==> src/rtl/ps2_tone_generator.sv <==
// Square-wave speaker driver fed by the PS/2 decoder's half-period word.
// Input values must hold steady before they are used; pitch changes land only on full-period boundaries.
module ps2_tone_generator #(
   parameter int unsigned STABLE_CYCLES = 1024,
   parameter int unsigned MIN_HALF      = 2
) (
   input  logic        CLK,
   input  logic        rst_n,
   input  logic [25:0] half_period,
   output logic        spk,
   output logic        playing,
   output logic        note_chg
);

   localparam int SW = $clog2(STABLE_CYCLES + 1);
   localparam logic [SW-1:0] STAB_MAX  = SW'(STABLE_CYCLES);
   localparam logic [SW-1:0] STAB_LAST = SW'(STABLE_CYCLES - 1);
   localparam logic [SW-1:0] STAB_ONE  = SW'(1);
   localparam logic [25:0]   MIN_VAL   = 26'(MIN_HALF);

   typedef enum logic [1:0] {IDLE, HIGH, LOW} state_t;

   state_t         state;
   logic [25:0]    cand;
   logic [25:0]    qual;
   logic [25:0]    act;
   logic [25:0]    cnt;
   logic [SW-1:0]  stab_cnt;
   logic [25:0]    act_last;

   assign act_last = act - 26'd1;

   // Qualifier: a value is accepted only after STABLE_CYCLES identical samples.
   always_ff @(posedge CLK) begin
      if (!rst_n) begin
         cand     <= '0;
         stab_cnt <= '0;
         qual     <= '0;
      end else if (half_period == cand) begin
         if (stab_cnt != STAB_MAX)
            stab_cnt <= stab_cnt + STAB_ONE;
         if (stab_cnt == STAB_LAST)
            qual <= cand;
      end else begin
         cand     <= half_period;
         stab_cnt <= STAB_ONE;
         // With a one-sample window the first differing sample is already qualified.
         if (STABLE_CYCLES == 1)
            qual <= half_period;
      end
   end

   always_ff @(posedge CLK) begin
      if (!rst_n) begin
         state    <= IDLE;
         cnt      <= '0;
         act      <= '0;
         spk      <= 1'b0;
         playing  <= 1'b0;
         note_chg <= 1'b0;
      end else begin
         note_chg <= 1'b0;
         case (state)
            IDLE: begin
               cnt     <= '0;
               spk     <= 1'b0;
               playing <= 1'b0;
               if (qual >= MIN_VAL) begin
                  act      <= qual;
                  state    <= HIGH;
                  spk      <= 1'b1;
                  playing  <= 1'b1;
                  note_chg <= 1'b1;
               end
            end
            HIGH: begin
               if (cnt == act_last) begin
                  cnt   <= '0;
                  spk   <= 1'b0;
                  state <= LOW;
               end else begin
                  cnt <= cnt + 26'd1;
               end
            end
            LOW: begin
               // End of LOW is the only point where act may be replaced.
               if (cnt == act_last) begin
                  cnt <= '0;
                  if (qual < MIN_VAL) begin
                     state   <= IDLE;
                     playing <= 1'b0;
                  end else begin
                     state <= HIGH;
                     spk   <= 1'b1;
                     if (qual != act) begin
                        act      <= qual;
                        note_chg <= 1'b1;
                     end
                  end
               end else begin
                  cnt <= cnt + 26'd1;
               end
            end
            default: begin
               state   <= IDLE;
               cnt     <= '0;
               spk     <= 1'b0;
               playing <= 1'b0;
            end
         endcase
      end
   end

endmodule

==> config.mk <==
export PLATFORM = sky130hd
export DESIGN_NAME = ps2_tone_generator
export DESIGN_NICKNAME = d
export VERILOG_FILES = /design/src/rtl/ps2_tone_generator.sv
export SDC_FILE = /design/constraint.sdc
export NUM_CORES = 1
export LEC_CHECK = 0
export CAP_MARGIN = 40
export CORE_MARGIN = 2
export CORE_UTILIZATION = 55
export CTS_CLUSTER_DIAMETER = 30
export DETAILED_ROUTE_END_ITERATION = 16
export GPL_TIMING_DRIVEN = 1
export PLACE_DENSITY = 0.74
export SLEW_MARGIN = 20
export SYNTH_ARGS = -nofsm -noshare
export SYNTH_HDL_FRONTEND = slang
export SYNTH_SLANG_ARGS = --single-unit
==> constraint.sdc <==
create_clock -name CLK -period 4.02 [get_ports CLK]
set_input_delay 0.603 -clock CLK [delete_from_list [all_inputs] [get_ports CLK]]
set_output_delay 0.603 -clock CLK [all_outputs]
set_load 0.03 [all_outputs]
Word level (Yosys, flattened, before mapping) --
Cells that the tools add are included.
Word-level totals: flip-flop bits (word level) 120, bits of input ports 28, output and inout bits 3, logic and storage cells 66
Cells by class: add/subtract/negate cells 3, $lt $le $gt $ge 2, equality and inequality tests 14, mux-type cells 24, bitwise logic cells 3, reductions and logical operators 10
Operators by type and width (number):
- $mux W26 | 4
- $eq A26 B26 Y1 | 2
- $pmux W26 S2 | 1
- $add A26 B1 Y26 const B | 1
- $ge A26 B2 Y1 const B | 1
- $lt A26 B2 Y1 const B | 1
- $ne A26 B26 Y1 | 1
- $sub A26 B1 Y26 const B | 1
- $mux W1 | 12
- $ne A2 B2 Y1 const B | 6
- $add A11 B1 Y11 const B | 1
- $eq A11 B10 Y1 const B | 1
- $ne A11 B11 Y1 const B | 1
- $reduce_and A3 Y1 | 3
- $mux W2 | 3
- $pmux W1 S3 | 2
- $pmux W2 S3 | 1
- $reduce_and A5 Y1 | 1
- $reduce_and A2 Y1 | 2
- $not A1 Y1 | 3
- $reduce_or A3 Y1 | 1
- $eq A2 B1 Y1 const B | 1
- $eq A2 B2 Y1 const B | 1
- $logic_not A2 Y1 | 1
- 4 further kinds | 4

Longest topological paths before layout --
word-level depth 5, gate-level depth with buffers 14, mapped depth without buffers 10

Least setup slack after synthesis --
OpenSTA, ideal clock, no wires.
path type reg-to-reg, start register act[9], end register act[10], setup time 0.072 ns, data arrival time 3.061 ns, required time 3.948 ns, path slack 0.888 ns, stages on the path, launching flop included 12, buffers on the path 3, clock period less this slack 3.132 ns, path through dfxtp_1 buf_6 or4_4 or4_4 nor4b_4 mux2i_1 nor4_2 nand4_1 o32ai_2 buf_6 buf_12 mux2i_1
On the way: cells in the longest elaborated chain, start to end 4, elaborated cells on any way between the ends 6, those cells by class add/sub (1); eq/ne (4); reduce/logical (1)
Ends and longest elaborated chain:
- from (decl) | RTL line 26 | logic [25:0] act;
- from (signal assigned) | RTL line 69 | act <= qual;
- from (signal assigned) | RTL line 96 | act <= qual;
- $sub A26 B1 Y26 | RTL line 31 | assign act_last = act - 26'd1;
- $eq A26 B26 Y1 | RTL line 87 | if (cnt == act_last) begin
- $ne A2 B2 Y1 (no line)
- $reduce_and A5 Y1 (no line) *
Every way passes the cells marked *; elsewhere a longest branch is shown, timed or not. A chain may end at the register's enable or synchronous reset.

Worst setup path after layout --
start register act[0], end register act[24]
The elaborated chain is that of the path after synthesis.

==> results_dict.tcl <==
set metrics [dict create \
    dp.final_hpwl_um 10700 \
    grt_antenna_before_repair 0 \
    max_clock_freq_mhz 274 \
    post_synth.cell_area_avg_um2 8.79 \
    critical_path.max_fanout 26 \
    worstHoldPathType "flip-flop to flip-flop" \
    yosysUniqueCellTypes 56 \
    diodes 0 \
    cts.clk_slew.worst_paths_ns 0.06 \
    routed_via_density 5.62 \
    synthesis.area_mm2 0.00634 \
    detail_route.wl_per_cell_um 16.2 \
    count_of_state_elements_after_synthesis 120 \
    most_frequent_cells_in_the_layout "120 x dfxtp_1, 72 x nand2_1, 66 x nor2_1" \
    maxCapViolations 0 \
    netlist.top_cell.by_area "dfxtp_1" \
    cts.path.max_buffers 2 \
    asyncSetResetFlopFracSynth_pct 0 \
    layout_commonest_cell "dfxtp_1" \
    timing.critical_path.to_type "flip-flop" \
    synth_edf_count 0 \
    sinks_on_the_clock_net 120 \
    grt_usage_pct 24.4 \
    hold_bufs_at_cts 0 \
    overall_overflow_remaining_after_global_route 0 \
    drt_pre_antenna_iters 4 \
    nets 769 \
    clock_latency_at_the_later_pin_of_the_worst_skew_pair_ns 0.42 \
    placementRows 39 \
    gpl.final_weighted_congestion 0.861 \
    hold_path.startpoint "qual[14]" \
    p_leak_uw 0.00261 \
    yosys-top-cells-area "dfxtp_1 38%, mux2i_1 8.7%, xnor2_1 7.6%" \
    synth_cells 722 \
    synth_top_flop_cell "dfxtp_1" \
    run_status "finished clean" \
    cts_inserted_buffers 17 \
    placedCellCount 857 \
    final.setup_skew_ns 0.0114 \
    drt_wl_total_um 14400 \
    cts.root.buffer_cell "clkbuf_16" \
    htreeDepth 4 \
    grt_pass1_vias 5059 \
    worstSetupPathType "flip-flop to flip-flop" \
    postLayoutCoreUtil_pct 64.2 \
    synth_warn 0 \
    setup_violations 0 \
    min_period_ns 3.65 \
    slew_headroom_pct 50.0 \
    r2r_slack_ns 0.37 \
    finalHoldViolCount 0 \
    rsz0062_at_grt "no" \
    r2r_start "act[0]" \
    drt_drc_violations_left 0 \
    io_pins 31 \
    post_cts.resized_instances 0 \
    floorplan.die.width_um 111 \
    portBuffers 30 \
    final_cells 889 \
    synth_sequential_area_ratio_pct 37.9 \
    grt_first_pass_wirelength_um 24600 \
    crit_arrival_ns 3.99 \
    route.vias.total 4993 \
    power-per-cell-area_mw_per_mm2 390 \
    finalCritPeriodShare_pct 90.8 \
    drive_above_1_share_pct 7.24 \
    cts_tree "yes" \
    grt_start_max_net_pins 56 \
    finalMaxSlewViolations 0 \
    synth.net_count 758 \
    fin_setup_tns_ns 0 \
    design.die.area_mm2 0.0124 \
    setup.worst_path.start "act[0]" \
    core_area_mm2 0.0113 \
    cp_data_required_time_ns 4.36 \
    worst-slew-pin-transition_ns 0.743 \
    cts_setup_buffers 0 \
    ant_nets 0 \
    drtIter0Drc 342 \
    area_share_of_the_leading_cell_type_in_the_synthesized_netlist_pct 37.9 \
    fp.dieH_um 111 \
    irDropWorstVdd_uv 411 \
    kind_of_start_point_of_the_critical_path "flip-flop" \
    areaGrowthSynthToFinish_pct 14.6 \
    initial_utilization_pct 56.0 \
]
==> Yosys cell counts (17+ instances only) <==
library cell,count
nor2_1,66
nand3_1,19
nand4_1,17
nor4_1,26
xor2_1,55
nand2_1,72
and2_1,29
dfxtp_1,120
xnor2_1,55
nor2b_1,28
mux2i_1,55
clkbuf_1,34
==> report_power, final <==
part | internal, uW | switching [uW] | leakage (uW)
logic | 49.4 | 36.9 | 0.00134
clock network | 968 | 565 | 0.000290
registers | 1200 | 12.0 | 0.000974
==> final cells by class <==
class | instances | area, um2
Timing Repair Buffer | 37 | 348
Multi-Input combinational cell | 544 | 3690
Clock buffer | 20 | 467
Clock inverter | 12 | 140
Sequential cell | 120 | 2400
Inverter | 13 | 48.8
Tap cell | 143 | 179
Fill cell | 923 | 4050
==> path summary, 6_finish.rpt <==
check,endpoint,cells after the start
worst max-delay path,act[24],11
worst min-delay path,act[14],2
worst max register to register,act[24],11
worst min register to register,act[14],2
==> worst max-delay path, cell delays in order (launching register included) <==
cell and delay [ns]:
dfxtp_1 0.38, inv_1 0.09, ha_1 0.20, nor4b_1 0.42
nand2_1 0.21, a2111oi_0 0.62, nand3_1 0.18, nor4_2 0.20
nand4_1 0.26, o32ai_4 0.30, buf_4 0.43, mux2i_1 0.26
==> layer usage <==
metal  track usage, %  share of wire [%]
met1             30.3                 45
met2             41.8                 50
met3             5.77                3.3
met4             8.31                2.0
met5                0                  0
==> flip-flops by register name (all words and copies together) (netlist names) <==
name	flops
note_chg	1
stab_cnt	11
playing	1
act	26
cnt	26
qual	26
cand	26
state	2
spk	1
==> kinds of logic (layout without fill, tap and decap cells) <==
group                    after synthesis  count (layout)  synth area share (%)
AO/OA/AOI/OAI                         49              49                  5.38
XOR/XNOR                             110             110                  15.2
adder cells (fa/ha/maj)                8               8                  1.58
buffers and inverters                 58              82                  4.28
flip-flops                           120             120                  37.9
multiplexers                          56              56                  8.86
AND/OR/NAND/NOR                      321             321                  26.8
==> stage by stage <==
step	worst slack (ns)	hold WS, ns	total power, uW	area (um2)
global route	0.0608	0.537	2920	7270
CTS	0.429	0.507	2860	7270
finish	0.371	0.504	2840	7270
global placement	0.547	0.482	1320	6660
floorplan	0.888	0.451	1290	6340
detailed placement	0.462	0.495	1330	6660
No activity file was read; power rests on OpenSTA's default activity.
